**src/rtl/apb_requester.sv**
```systemverilog
// rtl/apb_requester.sv - APB requester: one valid/ready command in, one APB transfer and one response out
module apb_requester #(
  parameter int ADDR_W  = 8,
  parameter int DATA_W  = 8,
  parameter int TIMEOUT = 16
) (
  input  logic              pclk,
  input  logic              prst,
  input  logic              cmd_valid,
  output logic              cmd_ready,
  input  logic              cmd_write,
  input  logic [ADDR_W-1:0] cmd_addr,
  input  logic [DATA_W-1:0] cmd_wdata,
  output logic              rsp_valid,
  output logic              rsp_write,
  output logic [DATA_W-1:0] rsp_rdata,
  output logic              rsp_timeout,
  output logic              psel,
  output logic              penable,
  output logic              pwrite,
  output logic [ADDR_W-1:0] paddr,
  output logic [DATA_W-1:0] pwdata,
  input  logic              pready,
  input  logic [DATA_W-1:0] prdata
);

  localparam int CNT_W = (TIMEOUT > 0) ? $clog2(TIMEOUT + 1) : 1;
  localparam bit TO_EN = (TIMEOUT > 0);
  localparam logic [CNT_W-1:0] CNT_LAST = CNT_W'((TIMEOUT > 0) ? TIMEOUT - 1 : 0);

  typedef enum logic [1:0] {IDLE, SETUP, ACCESS} state_t;

  state_t           state, state_nxt;
  logic [CNT_W-1:0] wait_cnt;
  logic             accept, done, abort;

  assign cmd_ready = (state == IDLE) && prst;
  assign accept    = cmd_valid && cmd_ready;

  always_comb begin
    state_nxt = state;
    psel      = 1'b0;
    penable   = 1'b0;
    done      = 1'b0;
    abort     = 1'b0;
    case (state)
      IDLE: begin
        if (accept) state_nxt = SETUP;
      end
      SETUP: begin
        psel      = 1'b1;
        state_nxt = ACCESS;
      end
      ACCESS: begin
        psel    = 1'b1;
        penable = 1'b1;
        if (pready) begin
          done      = 1'b1;
          state_nxt = IDLE;
        end else if (TO_EN && (wait_cnt == CNT_LAST)) begin
          // wait_cnt counts completed not-ready ACCESS cycles, so this is the TIMEOUT-th one
          abort     = 1'b1;
          state_nxt = IDLE;
        end
      end
      default: state_nxt = IDLE;
    endcase
  end

  always_ff @(posedge pclk) begin
    if (!prst) begin
      state       <= IDLE;
      pwrite      <= 1'b0;
      paddr       <= '0;
      pwdata      <= '0;
      wait_cnt    <= '0;
      rsp_valid   <= 1'b0;
      rsp_write   <= 1'b0;
      rsp_rdata   <= '0;
      rsp_timeout <= 1'b0;
    end else begin
      state     <= state_nxt;
      rsp_valid <= done || abort;
      if (accept) begin
        pwrite   <= cmd_write;
        paddr    <= cmd_addr;
        pwdata   <= cmd_write ? cmd_wdata : '0;
        wait_cnt <= '0;
      end else if ((state == ACCESS) && !pready) begin
        wait_cnt <= wait_cnt + 1'b1;
      end
      // response fields only change on a completion and otherwise hold
      if (done || abort) begin
        rsp_write   <= pwrite;
        rsp_timeout <= abort;
        rsp_rdata   <= (done && !pwrite) ? prdata : '0;
      end
    end
  end

endmodule

```
**config.mk**
```make
export PLATFORM = sky130hd
export DESIGN_NAME = apb_requester
export DESIGN_NICKNAME = d
export VERILOG_FILES = /design/src/rtl/apb_requester.sv
export SDC_FILE = /design/constraint.sdc
export NUM_CORES = 1
export LEC_CHECK = 0
export CORE_ASPECT_RATIO = 0.7
export CORE_MARGIN = 1
export CORE_UTILIZATION = 38
export CTS_BUF_LIST = sky130_fd_sc_hd__clkbuf_4 sky130_fd_sc_hd__clkbuf_8
export DETAILED_ROUTE_END_ITERATION = 16
export HOLD_SLACK_MARGIN = 0.06
export PLACE_DENSITY_LB_ADDON = 0.15
export SYNTH_ARGS = -nofsm -noshare
export SYNTH_HDL_FRONTEND = slang
export SYNTH_SLANG_ARGS = --single-unit
```
**constraint.sdc**
```tcl
create_clock -name pclk -period 1.45 [get_ports pclk]
set_input_delay 0.435 -clock pclk [delete_from_list [all_inputs] [get_ports pclk]]
set_output_delay 0.435 -clock pclk [all_outputs]
set_load 0.02 [all_outputs]
```
; After elaboration in Yosys (flattened, before gate mapping)
; Cells that the tools add are included.
[word_totals]
ff_bits = 35
in_bits = 29
out_inout_bits = 31
elab_cells = 40
[classes]
n_addsub = 1
eq_ne = 5
mux = 13
bitwise_logic = 1
reduce_logical = 11
[ops]
columns = op, count
row1 = two-way mux 8 bit, 2
row2 = two-way mux 1 bit, 7
row3 = two-way mux 2 bit, 3
row4 = one-hot mux 2 bit (3 select lines), 1
row5 = adder 5 x 1 -> 5 bit (second input constant), 1
row6 = == test 5 x 4 -> 1 bit (second input constant), 1
row7 = logical AND 1 bit, 4
row8 = OR reduction 2 bit, 2
row9 = != test 3 bit (second input constant), 1
row10 = == test 2 x 1 -> 1 bit (second input constant), 1
row11 = == test 2 bit (second input constant), 1
row12 = logical NOT 1 bit, 2
row13 = logical NOT 2 bit, 1
row14 = != test 2 bit (second input constant), 1
row15 = AND reduction 2 bit, 1
row16 = logical OR 1 bit, 1
row17 = inverter 1 bit, 1

; Longest topological paths before layout
; Gate-level depths: netlist (run 1).
[logic_depth]
ltp_word = 5
mapped_depth = 6
depth_no_buf = 6

; Worst setup path after synthesis (run 1)
; OpenSTA, ideal clock, no wires.
[synth_path]
path_type = register to register
start = register wait_cnt[0]
end = register rsp_write
setup_time_ns = 0.117
arrival_time_ns = 1.431
t_required_ns = 1.333
slack_ns = -0.099
stages_incl_launch_ff = 7
path_buffers = 0
period_less_slack_ns = 1.549
cell_sequence = dfxtp_1 ha_1 and3_1 ha_1 o21ai_2 mux2i_1 nor2_1
[synth_between]
elab_chain_cells = 5
[synth_lines]
columns = item, line_no
row1 = from (decl), 34  ; logic [CNT_W-1:0] wait_cnt;
row2 = from (signal assigned), 90  ; wait_cnt <= wait_cnt + 1'b1;
row3 = == test 5 x 4 -> 1 bit, 60  ; end else if (TO_EN && (wait_cnt == CNT_LAST)) begin
row4 = two-way mux 1 bit, 60
row5 = two-way mux 1 bit, 57  ; if (pready) begin
row6 = two-way mux 1 bit, 46  ; case (state)
row7 = logical OR 1 bit, 93  ; if (done || abort) begin
row8 = to (signal assigned), 94  ; rsp_write <= pwrite;
row9 = to (decl), 15  ; output logic rsp_write,
; Every way passes these cells.
; A chain may end at the register's enable or synchronous reset.

; Worst setup path in the final report (run 1)
[layout_path]
start = register state[1]
end = output cmd_ready
[layout_between]
elab_chain_cells = 2
[layout_lines]
columns = item, line_no
row1 = from (decl), 33  ; state_t state, state_nxt;
row2 = from (signal assigned), 82  ; state <= state_nxt;
row3 = logical NOT 2 bit, 37  ; assign cmd_ready = (state == IDLE) && prst;
row4 = logical AND 1 bit, 37
row5 = to (decl), 10  ; output logic cmd_ready,
; Every way passes these cells.

==> results of run 1 <==
area by class of cell:
cell class              instances  area, um^2  share of cell area
flip-flops and latches         35       705.7              0.2936
clock buffers                   6       76.32             0.03175
repair buffers                 87       792.0              0.3295
multi-input cells              92       743.2              0.3092
clock inverters                 2       12.51            0.005206
well taps                      47       58.81             0.02447
inverters                       4       15.01            0.006247
cells in the mapped netlist:
master     instances
a211oi_1           2
a21o_1             1
a21oi_1           10
a21oi_2            2
a22o_1             8
a22oi_1            8
a2bb2oi_1          1
and2_4             1
and2b_2            1
and3_1             1
and3_4             1
and3b_2            1
buf_2              5
buf_6              2
dfxtp_1           35
ha_1               6
inv_1              4
mux2i_1            3
nand2_1           16
nand2_2            1
nand2b_2           1
nand3_1            9
nand3b_1           1
nor2_1            13
o21ai_0            1
o21ai_2            1
or3_1              1
xnor2_1            1
xor2_1             1
worst paths after layout:
path         slack, ns   endpoint   startpoint  cells past startpoint
max              -0.08  cmd_ready     state[1]                      4
min               0.46   paddr[1]     paddr[1]                      2
max reg2reg      -0.08  rsp_write  wait_cnt[1]                      7
min reg2reg       0.46   paddr[1]     paddr[1]                      2
cell families (layout without fill, tap and decap cells):
kind of cell / Yosys count / count (layout) / share of synthesized area
AND/OR/NAND/NOR: 47 / 47 / 0.1679
flip-flops: 35 / 35 / 0.5166
AO/OA/AOI/OAI: 34 / 34 / 0.1790
buffers and inverters: 11 / 99 / 0.04612
adder cells (fa/ha/maj): 6 / 6 / 0.05535
multiplexers: 3 / 3 / 0.02214
XOR/XNOR: 2 / 2 / 0.01292
state kept, by name, summed over array words and instances (netlist names):
name         count
rsp_rdata        8
rsp_write        1
pwrite           1
rsp_timeout      1
state            2
wait_cnt         5
pwdata           8
paddr            8
rsp_valid        1
cell usage in the layout (no fill, tap or decap), types with 2 or more instances in the layout:
cell,netlist,final
a21oi_1,10,10
dfxtp_1,35,31
inv_1,4,2
buf_4,0,22
clkdlybuf4s15_1,0,7
mux2i_1,3,2
a22o_1,8,8
clkdlybuf4s50_1,0,27
dfxtp_2,0,4
clkbuf_8,0,5
clkbuf_2,0,2
nor2_1,13,13
ha_1,6,2
buf_6,2,9
inv_2,0,2
and3_4,1,2
nand3_1,9,9
nand2_1,16,16
ha_4,0,4
dlygate4sd2_1,0,20
a22oi_2,0,7
per-stage QoR:
step           utilization  instances
6_report            0.7338        273
5_1_grt             0.7338        273
4_1_cts             0.7193        270
3_5_place_dp        0.6536        258
3_3_place_gp        0.6536        258
2_1_floorplan            -        138
per-layer routing:
metal / GRT usage / share of wire / vias to the layer above
met1: 0.2500 / 0.41 / 633
met4: 0.08974 / 0.017 / 0
li1: - / - / 654
met5: 0 / 0 / -
met3: 0.08333 / 0.059 / 9
met2: 0.3951 / 0.51 / 43
critical path: stages (launching register included):
cell and delay [ns]:
dfxtp_2 0.34, inv_2 0.05, ha_4 0.15, and2_4 0.14, buf_6 0.12
where the power goes:
part | total (uW) | leakage, uW | switching, uW | internal (uW)
clock | 707 | 0.0000446 | 353 | 354
sequential | 1130 | 0.000286 | 57.3 | 1070
combinational | 1320 | 0.000703 | 666 | 650
timing repair:
item,CTS,global route
gates resized for setup,71,21
pin swaps,10,9
setup buffers,3,5
endpoints found under the setup margin,52,25
gates cloned,1,0
==> results.json, run 1 <==
{
  "outcome": "finished, violations left",
  "violations": "negative setup slack",
  "die_w_um": 73.41,
  "stdcell_area_um2": 2404,
  "finalSetupViolations": 4,
  "via_per_inst": 4.905,
  "yosys.cell_types.count": 29,
  "clk_latency_ns": 0.29,
  "hold_viol": 0,
  "grt_pass1_wl_um": 6210,
  "num_vias": 1339,
  "slew_violations": 0,
  "hold_buffers": 0,
  "period_share": 1.058,
  "rows": 17,
  "dr.pass1.iters": 4,
  "io_pins": 60,
  "finalPower_uw": 3154,
  "clk_pin_slew_ns": 0.07,
  "place.gp.congestion": 0.8577,
  "fin_setup_tns_ns": -0.2421,
  "cts-root-buf": "clkbuf_8",
  "rsz0062_at_grt": "yes",
  "tightest_slew_ns": 0.2861,
  "start_util": 0.4141,
  "drt_wl_total_um": 3804,
  "power.leakage_uw": 0.001034,
  "die_h_um": 51.99,
  "yosys-top-cells-area": "dfxtp_1 (52%), ha_1 (5.5%), a22o_1 (5.2%), a22oi_1 (4.4%), nand2_1 (4.4%)",
  "place_area_um2": 2141,
  "hold_class": "flip-flop to flip-flop",
  "ys_ff_latch": 35,
  "grt_pass1_vias": 1350,
  "syn_area_per_cell_um2": 9.828,
  "fillers": 246,
  "ys_warn_count": 0,
  "skew_ns": 0.005953,
  "dp_slack_ns": -0.6657,
  "max_slew_margin": 0.8088,
  "grt_start_max_net_pins": 12,
  "critPathCaptureType": "primary output",
  "postRouteAntennaNets": 0,
  "overflow": 0,
  "clockBufferDepth": 2,
  "diodes": 0,
  "fin_ws_ns": -0.08467,
  "drc": 0,
  "antenna_found_initial": 0,
  "syn_nets": 173,
  "grt_usage": 0.2257,
  "power_density_nw_per_um2": 1312,
  "cts-htree-levels": 2,
  "fmax_mhz": 651.6,
  "cts_buffers": 5,
  "nNetsFinal": 260,
  "holdWs_ns": 0.4569,
  "min_period_ns": 1.535,
  "cts_tree": "done",
  "seq_area_frac_synth": 0.5166,
  "wire_per_inst_um": 13.93,
  "io_buffers": 59,
  "dp_hpwl_um": 2600,
  "cts.sinks": 35,
  "syn-instance-count": 138,
  "drt_iter0_drc": 46,
  "required_ns": 1.02,
  "maxCapViolCount": 0,
  "synth_area_um2": 1356,
  "area_growth_syn_to_layout_pct": 77.21,
  "synth_top_cell_area_share": 0.5166,
  "die-area_um2": 3816,
  "ir_worst_vdd_v": 0.0007563,
  "core_area_um2": 3276,
  "critPathMaxFanout": 2,
  "yosysTopAreaCell": "dfxtp_1",
  "critical_path_class": "flip-flop to primary output",
  "cp-start-kind": "flip-flop",
  "drive_above_1_share": 0.3186,
  "arrival_ns": 1.10
}
Power figures use the tool's default switching activity.
==> run 2: changes to the inputs <==
--- a/config.mk
+++ b/config.mk
@@ -12,6 +12,7 @@
 export DETAILED_ROUTE_END_ITERATION = 16
 export HOLD_SLACK_MARGIN = 0.06
 export PLACE_DENSITY_LB_ADDON = 0.15
+export SLEW_MARGIN = 0
 export SYNTH_ARGS = -nofsm -noshare
 export SYNTH_HDL_FRONTEND = slang
 export SYNTH_SLANG_ARGS = --single-unit
==> results of run 2 <==
The final DEF is identical to that of run 1; final timing and power are the same.
